File: src/rtl/dma_pkg.sv
// Shared types and helpers for the memory-to-stream DMA engine.
// Widths here are the engine's default configuration.
package dma_pkg;

  localparam int DMA_BUS_W  = 64;
  localparam int DMA_ADDR_W = 32;
  localparam int DMA_LEN_W  = 32;

  function automatic int bpb(int bus_width);
    return bus_width / 8;
  endfunction

  localparam int DMA_BPB = bpb(DMA_BUS_W);

  typedef struct packed {
    logic [DMA_ADDR_W-1:0] addr;
    logic [DMA_LEN_W-1:0]  bytes;
  } desc_t;

  typedef struct packed {
    logic [DMA_BPB-1:0] keep;
    logic               last;
  } meta_t;

  function automatic logic [DMA_BPB-1:0] keep_mask(int rem);
    logic [DMA_BPB-1:0] m;
    m = '0;
    for (int i = 0; i < DMA_BPB; i++) begin
      m[i] = (i < rem);
    end
    return m;
  endfunction

endpackage

File: src/rtl/sync_fifo.sv
// Show-ahead synchronous FIFO; a push into a full FIFO is taken
// only when a pop happens in the same cycle.
module sync_fifo #(
  parameter int WIDTH = 8,
  parameter int DEPTH = 4
) (
  input  logic             clk,
  input  logic             rst,
  input  logic             push,
  input  logic [WIDTH-1:0] wdata,
  input  logic             pop,
  output logic [WIDTH-1:0] rdata,
  output logic             full,
  output logic             empty
);

  localparam int PTR_W = $clog2(DEPTH);
  localparam int CNT_W = $clog2(DEPTH) + 1;

  logic [WIDTH-1:0] mem_q [DEPTH];
  logic [PTR_W-1:0] wr_ptr_q, wr_ptr_d;
  logic [PTR_W-1:0] rd_ptr_q, rd_ptr_d;
  logic [CNT_W-1:0] count_q, count_d;
  logic             do_push, do_pop;

  assign empty   = (count_q == '0);
  assign full    = (count_q == CNT_W'(DEPTH));
  assign rdata   = mem_q[rd_ptr_q];
  assign do_pop  = pop && !empty;
  assign do_push = push && (!full || do_pop);

  always_comb begin
    wr_ptr_d = wr_ptr_q;
    rd_ptr_d = rd_ptr_q;
    count_d  = count_q;
    if (do_push) wr_ptr_d = wr_ptr_q + PTR_W'(1);
    if (do_pop)  rd_ptr_d = rd_ptr_q + PTR_W'(1);
    count_d = count_q + CNT_W'(do_push) - CNT_W'(do_pop);
  end

  always_ff @(posedge clk) begin
    if (rst) begin
      wr_ptr_q <= '0;
      rd_ptr_q <= '0;
      count_q  <= '0;
    end else begin
      wr_ptr_q <= wr_ptr_d;
      rd_ptr_q <= rd_ptr_d;
      count_q  <= count_d;
    end
  end

  always_ff @(posedge clk) begin
    if (do_push) mem_q[wr_ptr_q] <= wdata;
  end

endmodule

File: src/rtl/axis_dma_m2s_engine.sv
// Memory-to-stream DMA: descriptor queue, credit-limited read issue,
// and an AXI-Stream packet per descriptor with partial final keep.
module axis_dma_m2s_engine
  import dma_pkg::*;
#(
  parameter int BUS_WIDTH       = DMA_BUS_W,
  parameter int ADDR_W          = DMA_ADDR_W,
  parameter int LEN_W           = DMA_LEN_W,
  parameter int DESC_DEPTH      = 4,
  parameter int MAX_OUTSTANDING = 8
) (
  input  logic                     aclk,
  input  logic                     areset,
  input  logic                     desc_valid,
  output logic                     desc_ready,
  input  logic [ADDR_W-1:0]        desc_addr,
  input  logic [LEN_W-1:0]         desc_bytes,
  output logic                     mem_req_valid,
  input  logic                     mem_req_ready,
  output logic [ADDR_W-1:0]        mem_req_addr,
  input  logic                     mem_rsp_valid,
  input  logic [BUS_WIDTH-1:0]     mem_rsp_data,
  output logic                     m_valid,
  input  logic                     m_ready,
  output logic [BUS_WIDTH-1:0]     m_data,
  output logic [BUS_WIDTH/8-1:0]   m_keep,
  output logic                     m_last,
  output logic                     busy,
  output logic                     desc_done
);

  localparam int BPB   = bpb(BUS_WIDTH);
  localparam int OFF_W = $clog2(BPB);
  localparam int CRD_W = $clog2(MAX_OUTSTANDING) + 1;

  localparam logic [0:0] S_IDLE  = 1'b0;
  localparam logic [0:0] S_ISSUE = 1'b1;

  desc_t desc_in, desc_head;
  meta_t meta_in, meta_head;
  logic  desc_full, desc_empty, desc_pop;
  logic  meta_full, meta_empty, data_full, data_empty;
  logic  fifo_unused;
  logic [BUS_WIDTH-1:0] data_head;
  logic [BPB-1:0]       keep_v;

  logic [0:0]        state_q, state_d;
  logic [ADDR_W-1:0] addr_q, addr_d;
  logic [LEN_W-1:0]  beats_q, beats_d;
  logic [OFF_W-1:0]  rem_q, rem_d;
  logic [CRD_W-1:0]  credit_q, credit_d;
  logic              req_hs, beat_hs, last_beat;

  assign desc_in    = '{addr: desc_addr, bytes: desc_bytes};
  assign desc_ready = !desc_full;

  sync_fifo #(.WIDTH($bits(desc_t)), .DEPTH(DESC_DEPTH)) u_desc_q (
    .clk(aclk), .rst(areset),
    .push(desc_valid && !desc_full), .wdata(desc_in),
    .pop(desc_pop), .rdata(desc_head),
    .full(desc_full), .empty(desc_empty)
  );

  assign mem_req_valid = (state_q == S_ISSUE) && (credit_q != '0);
  assign mem_req_addr  = addr_q;
  assign req_hs        = mem_req_valid && mem_req_ready;
  assign last_beat     = (beats_q == LEN_W'(1));
  assign desc_pop      = !desc_empty &&
                         ((state_q == S_IDLE) || (req_hs && last_beat));

  always_comb begin
    state_d  = state_q;
    addr_d   = addr_q;
    beats_d  = beats_q;
    rem_d    = rem_q;
    if (req_hs) begin
      addr_d  = addr_q + ADDR_W'(BPB);
      beats_d = beats_q - LEN_W'(1);
      if (last_beat) state_d = S_IDLE;
    end
    // Zero-length descriptors are dropped here without entering ISSUE.
    if (desc_pop) begin
      addr_d  = desc_head.addr;
      beats_d = (desc_head.bytes >> OFF_W) +
                LEN_W'(|desc_head.bytes[OFF_W-1:0]);
      rem_d   = desc_head.bytes[OFF_W-1:0];
      state_d = (desc_head.bytes == '0) ? S_IDLE : S_ISSUE;
    end
    credit_d = credit_q - CRD_W'(req_hs) + CRD_W'(beat_hs);
  end

  always_ff @(posedge aclk) begin
    if (areset) begin
      state_q  <= S_IDLE;
      addr_q   <= '0;
      beats_q  <= '0;
      rem_q    <= '0;
      credit_q <= CRD_W'(MAX_OUTSTANDING);
    end else begin
      state_q  <= state_d;
      addr_q   <= addr_d;
      beats_q  <= beats_d;
      rem_q    <= rem_d;
      credit_q <= credit_d;
    end
  end

  assign meta_in.keep = (last_beat && rem_q != '0) ?
                        keep_mask(int'(rem_q)) : '1;
  assign meta_in.last = last_beat;

  sync_fifo #(.WIDTH($bits(meta_t)), .DEPTH(MAX_OUTSTANDING)) u_meta_q (
    .clk(aclk), .rst(areset),
    .push(req_hs), .wdata(meta_in),
    .pop(beat_hs), .rdata(meta_head),
    .full(meta_full), .empty(meta_empty)
  );

  // Credit keeps occupancy bounded, so responses are never refused.
  sync_fifo #(.WIDTH(BUS_WIDTH), .DEPTH(MAX_OUTSTANDING)) u_data_q (
    .clk(aclk), .rst(areset),
    .push(mem_rsp_valid), .wdata(mem_rsp_data),
    .pop(beat_hs), .rdata(data_head),
    .full(data_full), .empty(data_empty)
  );

  assign fifo_unused = meta_full ^ meta_empty ^ data_full;

  assign m_valid   = !data_empty;
  assign beat_hs   = m_valid && m_ready;
  assign keep_v    = m_valid ? meta_head.keep : '0;
  assign m_keep    = keep_v;
  assign m_last    = m_valid && meta_head.last;
  assign desc_done = beat_hs && meta_head.last;

  always_comb begin
    m_data = '0;
    for (int i = 0; i < BPB; i++) begin
      if (keep_v[i]) m_data[8*i +: 8] = data_head[8*i +: 8];
    end
  end

  assign busy = !desc_empty || (state_q != S_IDLE) ||
                (credit_q != CRD_W'(MAX_OUTSTANDING));

endmodule

File: config.mk
export PLATFORM = sky130hd
export DESIGN_NAME = axis_dma_m2s_engine
export DESIGN_NICKNAME = d
export VERILOG_FILES = /design/src/rtl/dma_pkg.sv /design/src/rtl/sync_fifo.sv /design/src/rtl/axis_dma_m2s_engine.sv
export SDC_FILE = /design/constraint.sdc
export NUM_CORES = 1
export LEC_CHECK = 0
export BUFFER_PORTS_ARGS = -buffer_cell sky130_fd_sc_hd__buf_2
export CELL_PAD_IN_SITES_DETAIL_PLACEMENT = 1
export CELL_PAD_IN_SITES_GLOBAL_PLACEMENT = 2
export CORE_MARGIN = 5
export CORE_UTILIZATION = 50
export DETAILED_ROUTE_END_ITERATION = 8
export PLACE_DENSITY_LB_ADDON = 0.1
export SLEW_MARGIN = 15
export SYNTH_ARGS = -nofsm -noshare
export SYNTH_HDL_FRONTEND = slang
export SYNTH_SLANG_ARGS = --single-unit
export TNS_END_PERCENT = 20
File: constraint.sdc
create_clock -name aclk -period 12 [get_ports aclk]
set_input_delay 2.4 -clock aclk [delete_from_list [all_inputs] [get_ports aclk]]
set_output_delay 2.4 -clock aclk [all_outputs]
set_load 0.005 [all_outputs]
**Yosys cells after proc, flatten, opt, wreduce, memory -nomap -nowiden**

Memories as Yosys holds them, arrays and structs flattened. A register that Yosys moved wholly into a read port is not among the register bits.
Index checks and enable logic that the tools add are counted.
W data, S select, Z words.

- Flip-flop bits (word level): 99
- RAM bits: 840
- Input bits: 134
- Output and inout bits: 110
- Logic and storage cells: 114
- Memories: 3

Memory list:

| name | depth | width | read ports | clocked after memory_dff | write ports | line | RTL |
|---|---|---|---|---|---|---|---|
| u_data_q.mem_q | 8 | 64 | 1 | 1 | 1 | sync_fifo.sv:20 | `logic [WIDTH-1:0] mem_q [DEPTH];` |
| u_desc_q.mem_q | 4 | 64 | 1 | 1 | 1 | sync_fifo.sv:20 |  |
| u_meta_q.mem_q | 8 | 9 | 1 | 1 | 1 | sync_fifo.sv:20 |  |

- Add/subtract/negate cells: 17
- Order comparisons: 7
- Equality and inequality tests: 5
- Mux-type cells: 30
- Bitwise logic cells: 1
- Reductions and logical operators: 37

Operators by type and width:

| operator | number |
|---|---|
| $mux W32 | 4 |
| $mux W8 | 10 |
| $add A32 B4 Y32 const B | 1 |
| $eq A32 B1 Y1 const B | 1 |
| $logic_not A32 Y1 | 1 |
| $sub A32 B1 Y32 const B | 1 |
| $add A29 B1 Y30 | 1 |
| $logic_and A1 B1 Y1 | 15 |
| $add A3 B1 Y3 const B | 4 |
| $add A4 B1 Y4 | 3 |
| $mux W3 | 4 |
| $sub A4 B1 Y4 | 3 |
| $mux W1 | 10 |
| $lt A3 B3 Y1 const A | 3 |
| $eq A4 B4 Y1 const B | 2 |
| $logic_not A4 Y1 | 2 |
| $logic_not A1 Y1 | 6 |
| $logic_or A1 B1 Y1 | 6 |
| $lt A1 B3 Y1 const A | 2 |
| $lt A2 B3 Y1 const A | 2 |
| $add A2 B1 Y2 const B | 2 |
| $mux W2 | 2 |
| $ne A4 B4 Y1 const B | 1 |
| $reduce_bool A2 Y1 | 2 |
| other kinds (9) | 9 |

**Longest topological paths before layout**

- Depth in word-level cells: 11
- Depth in mapped cells: 16

**Cells and area by module**

Synthesis repeated with hierarchy kept, for this count alone.

- Cells, all modules: 2101
- Area, all modules: 38461.9 um^2

By module, submodules not included:

| module | instances | cells each | area an instance (um^2) | sequential area each (um^2) |
|---|---|---|---|---|
| sync_fifo at u_data_q | 1 | 832 | 19991.7 | 15635.0 |
| sync_fifo at u_desc_q | 1 | 381 | 9741.8 | 7867.5 |
| axis_dma_m2s_engine | 1 | 691 | 5241.3 | 1441.4 |
| sync_fifo at u_meta_q | 1 | 197 | 3487.1 | 2422.3 |

**Worst setup path before layout**

Ideal clock, no wire load.

- Path type: input -> register
- Start point: input m_ready
- End point: memory u_data_q.mem_q[0][0] in the netlist's numbering (enable)
- Setup time: 565 ps
- Data arrival time: 7366 ps
- Slack: 4069 ps
- Cell stages on the path: 4
- Cells stage by stage: nand2b_1 > a31oi_1 > nand2b_1 > nor3_1

- Longest elaborated chain between the ends: 6

RTL lines:

| item | line | RTL |
|---|---|---|
| start, declared | axis_dma_m2s_engine.sv:24 | `input logic m_ready,` |
| $logic_and A1 B1 Y1 | axis_dma_m2s_engine.sv:130 | `assign beat_hs = m_valid && m_ready;` |
| $logic_and A1 B1 Y1 | sync_fifo.sv:29 | `assign do_pop = pop && !empty;` |
| $logic_or A1 B1 Y1 | sync_fifo.sv:30 | `assign do_push = push && (!full \|\| do_pop);` |
| $logic_and A1 B1 Y1 | sync_fifo.sv:30 |  |
| net u_data_q.do_push | sync_fifo.sv:24 | `logic do_push, do_pop;` |
| $mux W1 | sync_fifo.sv:54 | `if (do_push) mem_q[wr_ptr_q] <= wdata;` |
| $mux W1 (not written as such) | sync_fifo.sv:54 |  |
| end, declared | sync_fifo.sv:20 |  |

The timed path passes the listed nets, and every way through them passes these cells.

==> results.json <==
{
  "status": "finished, final reports clean",
  "hold_path_class": "register to register",
  "layout_setup_ws_ps": 6123,
  "drv_slew": 0,
  "syn_area_per_cell_sq_um": 18.57,
  "fin_crit_ps": 5877,
  "via_count": 19020,
  "path_clk_slew_ps": 60,
  "place_ws_ps": 6256,
  "hold_slack_ps": 489.3,
  "cp-end-kind": "output port",
  "cp.required_ps": 9600,
  "cts_setup_buffers": 0,
  "synth_edf_count": 840,
  "finalPower_mw": 9.323,
  "synth_cell_type_count": 53,
  "synth_top_area_cell": "edfxtp_1",
  "arrival_ps": 3480,
  "dp_hpwl_um": 51380,
  "fp.dieH_um": 284,
  "initial_utilization_pct": 50.42,
  "nets": 2472,
  "synth_ff_type": "edfxtp_1",
  "path_cells": "buf_4, mux4_2, mux2i_1, nor2_1, buf_2",
  "numCtsBuffers": 96,
  "maxCapViolCount": 0,
  "fin_crit_sh_pct": 48.97,
  "routed_via_density": 5.669,
  "grt_overflow": 0,
  "root_buffer": "clkbuf_16",
  "tightest_slew_ps": 1148,
  "ir_drop_uv": 182.2,
  "cp_slowest_stage_delay_ps": 1080,
  "slew_headroom_pct": 23.46,
  "io_pins": 244,
  "numPortBuffers": 243,
  "cts_num_sinks": 947,
  "firstDrtPassIters": 5,
  "grt_max_degree": 115,
  "final_hold_viol_count": 0,
  "core_sq_um": 74450,
  "clock_skew_ps": 22.93,
  "layout_commonest_cell": "edfxtp_1",
  "critical_path.slowest_cell": "dfxtp_4",
  "power_density_nw_per_um2": 217.5,
  "async_flop_share_pct": 0,
  "clk-insertion-delay-late_ps": 640,
  "setup_violations": 0,
  "dieArea_sq_um": 80660,
  "ctsHtreeMaxLevel": 3,
  "ys_seq_area_share_pct": 72.90,
  "leakage_nw": 13.78,
  "gr-usage-all-layers_pct": 20.77,
  "cts.path.max_buffers": 3,
  "cp-start-kind": "register",
  "gp_congestion": 0.7636,
  "syn2layout_area_growth_pct": 14.20,
  "finalSetupTns_ps": 0,
  "grt_pass1_wl_um": 129400,
  "multiInputGateArea_sq_um": 9668,
  "synth_area_sq_um": 37540,
  "crit_fanout": 74,
  "path_buf_inv": 2,
  "grt_setup_unrepaired": "no",
  "antenna_found_initial": 20,
  "synth-seq-cells": 947,
  "drive_gt1_share_pct": 27.13,
  "worstSetupPathType": "register to output port",
  "syn_inst": 2021,
  "max_clock_freq_mhz": 170.2,
  "num-fill-cells": 6628,
  "final_cell_mix": "840 x edfxtp_1, 242 x buf_2, 210 x mux4_2",
  "wl_um": 83480,
  "drc": 0,
  "yosysWarnings": 0,
  "synthTopCellsByArea": "edfxtp_1 67%, mux4_2 13%, dfxtp_1 5.7%, mux2i_1 2.0%, nor2_1 1.8%",
  "ant_nets": 0,
  "drt_iter0_drc": 1226,
  "rows": 100,
  "cp_top_family": "flip-flops",
  "ctsHoldBuffers": 0,
  "synth.top_cell.area_share_pct": 67.20,
  "cts_tree": "yes",
  "grt_pass1_vias": 21190,
  "fp.dieW_um": 284,
  "regArea_sq_um": 27380,
  "routedWlPerCell_um": 24.89,
  "cts_resized": 0
}
[report_power, final]
| part | internal (mW) | switching [mW] | total, mW |
|---|---|---|---|
| Sequential | 3.92 | 0.260 | 4.18 |
| Combinational | 1.04 | 1.28 | 2.32 |
| Clock | 1.62 | 1.20 | 2.82 |
| Total | 6.58 | 2.74 | 9.32 |
[cells by family (layout without fill, tap and decap cells)]
group	after synthesis	count (layout)	share of synthesized area, %
compound gates	89	89	1.737
xor+xnor	102	102	2.380
fa+ha+maj	37	37	1.313
buf+inv	143	489	1.613
flops	947	947	72.90
mux	286	286	14.63
other cells	1	19	0.009990
simple gates	416	416	5.420
[area by class of cell]
type,count,area share (%)
antenna,11,0.06421
clock buffer,126,6.016
clock inverter,45,0.9048
inverter,49,0.4291
multi-input combinational,938,22.55
sequential,947,63.88
tap,969,2.828
timing repair buffer,269,3.327
[flip-flops by register name, summed over array words and instances, names as in the netlist, 4 cells and up, named ones only]
register / flops
u_data_q.mem_q: 512
u_desc_q.mem_q: 256
u_meta_q.mem_q: 72
beats_q: 32
mem_req_addr: 32
credit_q: 4
u_data_q.count_q: 4
u_meta_q.count_q: 4
[cells in the mapped netlist (5+ instances only)]
master / instances
dfxtp_1: 107
nor2_1: 180
and3_1: 18
a21oi_1: 18
ha_1: 33
or4_1: 7
nand2_1: 53
and2_1: 6
or2_2: 9
mux4_2: 210
xor2_1: 45
buf_6: 5
nor3b_1: 5
nand4_1: 28
buf_2: 13
nor2b_1: 8
edfxtp_1: 840
buf_1: 17
xnor2_1: 57
mux2i_1: 76
nor3_1: 24
a211oi_1: 52
clkbuf_1: 55
nand3_1: 24
nor4_1: 21
inv_1: 47
nand2b_1: 12
[path summary, 6_finish.rpt]
kind                                           from                             end  slack, ps  depth (start not counted)
setup / recovery                           register                      m_data[49]       6120                          5
hold / removal    u_data_q.rd_ptr_q[1]$_SDFFE_PP0P_                        register        490                          2
setup reg to reg            beats_q[8]$_SDFFE_PP0P_  u_desc_q.count_q[2]$_SDFF_PP0_       7590                         12
hold reg to reg   u_data_q.rd_ptr_q[1]$_SDFFE_PP0P_                        register        490                          2
[worst min-delay path, stage by stage, from the launching register on]
cell and delay (ps):
dfxtp_1 310, nand2_1 60, a21oi_1 70
[per-stage QoR]
| step | instances | utilization, % | cell area (sq um) |
|---|---|---|---|
| after floorplan | 2028 | - | 37560 |
| after global placement | 3172 | 53.56 | 39870 |
| after detailed placement | 3172 | 53.56 | 39870 |
| after CTS | 3343 | 57.54 | 42840 |
| after global routing | 3345 | 57.55 | 42840 |
| final | 3354 | 57.58 | 42870 |
[metal layers]
layer | part of all wire [%] | global-route usage [%]
met2 | 51 | 36.30
met1 | 41 | 26.75
met3 | 5.2 | 4.538
met4 | 2.1 | 5.152
met5 | 0.11 | 0
No activity file was read; power rests on OpenSTA's default activity.
